## src/rtl/two_of_five_pkg.sv

```systemverilog
// Shared definitions for the 2-out-of-5 BCD encoder and its serial transmitter.
// Weights a=7, b=4, c=2, d=1, e=0; digit 0 borrows the otherwise unused 7+4 pair.
package two_of_five_pkg;

   typedef enum logic [1:0] {
      IDLE,
      START,
      DATA,
      STOP
   } txState_e;

   localparam int FRAME_BITS = 7;
   localparam int DATA_BITS  = 5;

   localparam logic [4:0] CODE_0 = 5'b11000;
   localparam logic [4:0] CODE_1 = 5'b00011;
   localparam logic [4:0] CODE_2 = 5'b00101;
   localparam logic [4:0] CODE_3 = 5'b00110;
   localparam logic [4:0] CODE_4 = 5'b01001;
   localparam logic [4:0] CODE_5 = 5'b01010;
   localparam logic [4:0] CODE_6 = 5'b01100;
   localparam logic [4:0] CODE_7 = 5'b10001;
   localparam logic [4:0] CODE_8 = 5'b10010;
   localparam logic [4:0] CODE_9 = 5'b10100;

endpackage

```

## src/rtl/two_of_five_enc.sv

```systemverilog
// Purely combinational BCD digit to 2-out-of-5 codeword mapping.
// Also used standalone by the display and validator side, so it carries no state.
module two_of_five_enc
   import two_of_five_pkg::*;
(
   input  logic [3:0] din,
   output logic [4:0] code,
   output logic       invalid
);

   // Non-BCD inputs yield an all-zero code so nothing downstream mistakes them for a digit.
   always_comb begin
      code    = 5'b00000;
      invalid = 1'b0;
      case (din)
         4'd0:    code = CODE_0;
         4'd1:    code = CODE_1;
         4'd2:    code = CODE_2;
         4'd3:    code = CODE_3;
         4'd4:    code = CODE_4;
         4'd5:    code = CODE_5;
         4'd6:    code = CODE_6;
         4'd7:    code = CODE_7;
         4'd8:    code = CODE_8;
         4'd9:    code = CODE_9;
         default: invalid = 1'b1;
      endcase
   end

endmodule

```

## src/rtl/two_of_five_tx.sv

```systemverilog
// Accepts one BCD digit at a time, encodes it 2-out-of-5 and shifts it out as a
// 7-bit frame (start=1, five code bits MSB first, stop=0), each bit BIT_DIV cycles long.
module two_of_five_tx
   import two_of_five_pkg::*;
#(
   parameter int BIT_DIV = 4
)
(
   input  logic       clk,
   input  logic       rst,
   input  logic [3:0] din,
   input  logic       din_valid,
   output logic       din_ready,
   output logic [4:0] code,
   output logic       tx_line,
   output logic       tx_active,
   output logic       err
);

   localparam logic [7:0] LAST_CNT = 8'(BIT_DIV - 1);
   localparam logic [2:0] LAST_BIT = 3'(DATA_BITS - 1);

   txState_e   state_q,  state_d;
   logic [4:0] code_q,   code_d;
   logic [7:0] divCnt_q, divCnt_d;
   logic [2:0] bitIdx_q, bitIdx_d;
   logic       err_q,    err_d;
   logic       txLine_q, txLine_d;

   logic [4:0] encCode;
   logic       encInvalid;
   logic       bitDone;

   two_of_five_enc encoder (
      .din     (din),
      .code    (encCode),
      .invalid (encInvalid)
   );

   assign bitDone   = (divCnt_q == LAST_CNT);
   assign din_ready = (state_q == IDLE);
   assign tx_active = (state_q != IDLE);
   assign code      = code_q;
   assign tx_line   = txLine_q;
   assign err       = err_q;

   // Next-state logic; tx_line is derived from the next state so the serial output
   // leaves a flop and rises on the cycle right after the handshake.
   always_comb begin
      state_d  = state_q;
      code_d   = code_q;
      divCnt_d = divCnt_q;
      bitIdx_d = bitIdx_q;
      err_d    = 1'b0;
      txLine_d = 1'b0;

      case (state_q)
         IDLE: begin
            if (din_valid) begin
               if (encInvalid) begin
                  err_d = 1'b1;
               end else begin
                  code_d   = encCode;
                  state_d  = START;
                  divCnt_d = 8'd0;
                  bitIdx_d = 3'd0;
               end
            end
         end
         START: begin
            if (bitDone) begin
               divCnt_d = 8'd0;
               bitIdx_d = 3'd0;
               state_d  = DATA;
            end else begin
               divCnt_d = divCnt_q + 8'd1;
            end
         end
         DATA: begin
            if (bitDone) begin
               divCnt_d = 8'd0;
               if (bitIdx_q == LAST_BIT) begin
                  state_d = STOP;
               end else begin
                  bitIdx_d = bitIdx_q + 3'd1;
               end
            end else begin
               divCnt_d = divCnt_q + 8'd1;
            end
         end
         STOP: begin
            if (bitDone) begin
               divCnt_d = 8'd0;
               state_d  = IDLE;
            end else begin
               divCnt_d = divCnt_q + 8'd1;
            end
         end
         default: state_d = IDLE;
      endcase

      case (state_d)
         START:   txLine_d = 1'b1;
         DATA:    txLine_d = code_d[3'd4 - bitIdx_d];
         default: txLine_d = 1'b0;
      endcase
   end

   // Reset wins over any handshake presented in the same cycle and aborts a frame outright.
   always_ff @(posedge clk) begin
      if (rst) begin
         state_q  <= IDLE;
         code_q   <= 5'b00000;
         divCnt_q <= 8'd0;
         bitIdx_q <= 3'd0;
         err_q    <= 1'b0;
         txLine_q <= 1'b0;
      end else begin
         state_q  <= state_d;
         code_q   <= code_d;
         divCnt_q <= divCnt_d;
         bitIdx_q <= bitIdx_d;
         err_q    <= err_d;
         txLine_q <= txLine_d;
      end
   end

endmodule
```

## config.mk

```make
export PLATFORM = sky130hd
export DESIGN_NAME = two_of_five_tx
export DESIGN_NICKNAME = d
export VERILOG_FILES = /design/src/rtl/two_of_five_pkg.sv /design/src/rtl/two_of_five_enc.sv /design/src/rtl/two_of_five_tx.sv
export SDC_FILE = /design/constraint.sdc
export NUM_CORES = 1
export LEC_CHECK = 0
export BUFFER_PORTS_ARGS = -buffer_cell sky130_fd_sc_hd__buf_4
export CAP_MARGIN = 20
export CORE_UTILIZATION = 40
export DETAILED_ROUTE_END_ITERATION = 8
export GPL_TIMING_DRIVEN = 0
export PLACE_DENSITY = 0.71
export SLEW_MARGIN = 0
export SYNTH_ARGS = -nofsm -noshare
export SYNTH_HDL_FRONTEND = slang
export SYNTH_SLANG_ARGS = --single-unit
```

## constraint.sdc

```tcl
create_clock -name clk -period 2.9 [get_ports clk]
set_input_delay 0.435 -clock clk [delete_from_list [all_inputs] [get_ports clk]]
set_output_delay 0.435 -clock clk [all_outputs]
set_load 0.01 [all_outputs]
```

==> metrics.md <==
| Metric | Value |
|---|---|
| Hold_buf cts | 0 |
| Synth Flop Type | dfxtp_1 |
| Crit Path Class | flop to flop |
| Setup violations, final | 0 |
| # rows | 19 |
| Most common cell in the netlist | nor2_1 |
| RSZ-0062 raised after global routing | no |
| Synth area leader | dfxtp_1 |
| Number of diodes | 0 |
| Critical Path Sink Type | flop |
| H-tree Lvls | 1 |
| Pwr Density | 369.0 mW/mm² |
| Clk slew on worst S/H paths | between 0.1 and 0.15 ns |
| WL/cell | roughly 14 µm |
| Number of fill cells in the layout | about 300 |
| Layout cells sized above 1 | between 10% and 20% |
| Async S/R FF share, synth | 0% |
| Cells after Synth | roughly 160 |
| Syn_nets | around 170 |
| Worst skew pair latency | 0.31 ns |
| Status | complete, but fails checks |
| Largest net degree at the start of global routing | 11 |
| Top cell family by delay on the critical path | compound AO/OA/AOI/OAI gates |
| Total CTS buffers | 3 |
| CP Data Required Time | approximately 3.1 ns |
| Total wire length | 2863 µm |
| Pins over their slew limit | 0 |
| Worst Slack Setup Final | 0.2022 ns |
| Fin crit period | around 2.7 ns |
| Vias in the first global route | 1136 |
| Sequential cell area fraction in the yosys report | between 30% and 40% |
| Fmax | 370.7 MHz |
| Cell mode on critical path | a21o_1 |
| Drt pass-1 iters | 6 |
| Initial antenna violation count | 0 |
| Port buffer count | 13 |
| CTS Root Cell | clkbuf_4 |
| I/O pin count | 16 |
| Routed Antenna Nets | 0 |
| Post-Syn Area | 0.001254 mm² |
| Largest cells by area after synthesis | dfxtp_1 (32%), nor2_1 (8.1%), ha_1 (6.0%) |
| Worst Tran Pin Value | roughly 0.55 ns |
| Worst-case clock buffer depth | 2 |
| GR Overflow Total | 0 |
| Core ar. | roughly 0.0029 mm² |
| DRT iter0 DRCs | 76 |
| Post-DP HPWL | 2154 µm |
| Clock skew | approximately 0.0038 ns |
| Peak supply drop | 252.8 µV |
| Ys Warns | 0 |
| Die H | 57.99 µm |
| Die Area | approximately 0.0034 mm² |
| Crit path DAT | slightly below 3 ns |
| Area Growth Syn to Fin | 14.67% |
| HP Class | input port to flop |
| Vias | 1168 |
| TritonCTS clock tree | yes |
| Synth cell count leaders | nor2_1 (27), dfxtp_1 (20), nand2_1 (17) |
| Fin crit share | between 90% and 100% |
| Crit path max fanout | 5 |
| Initial Utilization | a little over two fifths |
| TritonCTS Sinks | 20 |
| GRT Overall Usage | 18.83% |
| Worst Path Buf+Inv | 0 |
| Worst path cell trace | ha_2 -> nor4b_4 -> nand3b_1 -> a21o_1 -> a21o_1 -> a32oi_1 -> ha_1 -> mux4_2 -> o311ai_2 |
| Synth top area share | roughly a third |
| Critical Path Start Type | flop |
| Delay of the slowest cell on the worst path | roughly 0.40 ns |
| Relative slew slack | between 60% and 70% |
| Total power | approximately 530 µW |
| Post-synth EDFFs | 0 |
| Final nets | about 190 |
| Max Cap Viol | 0 |
| Final hold violations | 0 |
| Place WS | ~0.14 ns |
| Die Span X | between 50 and 60 µm |
| Via-to-Cell Ratio | 5.698 |
| Setup_tns | 0 ns |
| Failing checks | design-rule violations |
| First-pass GRT wire length | 4981 µm |
| Crit path max-delay cell type | dfxtp_1 |
| Leakage power | 0.0005856 µW |
| Seq cells post-synth | 20 |
| Dpl cells | 200 |
| Synth cell types | 47 |
| Synthesized area per cell | 8.037 µm² |
| WHS | about 0.42 ns |
| DRC Markers | 1 |
| Gpl congestion | around 0.91 |
| Finished Layout Cells | approximately 200 |
## layout make-up
| cell class | instances | area (µm²) | share of cell area, % |
|---|---|---|---|
| Clock buffer | 3 | 22.52 | 1.567 |
| Multi-Input combinational cell | 122 | 799.5 | 55.61 |
| Sequential cell | 20 | 400.4 | 27.85 |
| Buffer | 6 | 33.78 | 2.350 |
| Timing Repair Buffer | 15 | 112.6 | 7.833 |
| Tap cell | 31 | 38.79 | 2.698 |
| Inverter | 8 | 30.03 | 2.089 |
## cells by family after synthesis
logic type | count (synthesis) | synth area share [%]
DFF | 20 | 31.94
muxes | 1 | 1.796
adders and majority gates | 7 | 6.786
and+or+nand+nor | 72 | 30.94
buffers and inverters | 14 | 5.089
xor gates and xnor gates | 3 | 2.096
AOI/OAI and AO/OA | 39 | 21.36
## stage by stage
step	utilization, %	instance area [µm²]
final	50.39	1438
after detailed placement	48.73	1390
after global routing	50.39	1438
after floorplan	-	1254
after CTS	49.52	1413
after global placement	48.73	1390
## routing by layer
layer,up-vias,wire [µm],GRT usage [%]
li1,591,-,-
met1,553,1338,24.24
met2,19,1377,31.03
met3,5,127,5.580
met4,0,20,4.422
met5,-,0,0
## layout by cell type (no fill, tap or decap), types with 3 or more instances in the layout
cell      netlist  routed
nor2_1         27      27
dfxtp_1        20      20
nand2_1        17      17
buf_4           0      15
a21oi_1        11      11
o21ai_0         8       8
inv_1           6       6
ha_1            6       5
nand3b_1        4       4
nand2b_1        4       4
buf_2           3       3
nand3_1         3       3
o22ai_1         3       3
and3_1          3       3
clkbuf_4        0       3
## state kept, by name, indices dropped and copies added, names as in the netlist
| register | flops |
|---|---|
| state_q | 2 |
| err | 1 |
| tx_line | 1 |
| divCnt_q | 8 |
| code | 5 |
| bitIdx_q | 3 |
## worst reg2reg max path, stage by stage (launching register included)
cell	delay, ns
dfxtp_1	0.40
ha_2	0.22
nor4b_4	0.33
nand3b_1	0.12
a21o_1	0.23
a21o_1	0.17
a32oi_1	0.23
ha_1	0.31
mux4_2	0.32
o311ai_2	0.28
## power breakdown
| part | total [µW] | internal, µW | switching, µW |
|---|---|---|---|
| combinational | 109 | 45.5 | 63.7 |
| sequential | 289 | 283 | 5.73 |
| clock | 133 | 48.6 | 83.9 |
## path summary, 6_finish.rpt
check                                         startpoint                  endpoint  slack [ns]  cells past startpoint
worst min register to register  divCnt_q[7]$_SDFFE_PP0P_  divCnt_q[7]$_SDFFE_PP0P_        0.51                      1
worst max-delay path            divCnt_q[0]$_SDFFE_PP0P_        tx_line$_SDFF_PP0_        0.20                      9
worst min-delay path                           din_valid            err$_SDFF_PP0_        0.42                      3
worst max register to register  divCnt_q[0]$_SDFFE_PP0P_        tx_line$_SDFF_PP0_        0.20                      9
## repair_timing
action | in CTS | in global routing
resized for setup | 0 | 2
setup buffers | 0 | 2
setup endpoints to repair | 0 | 1
(Power assumes the default switching activity.)
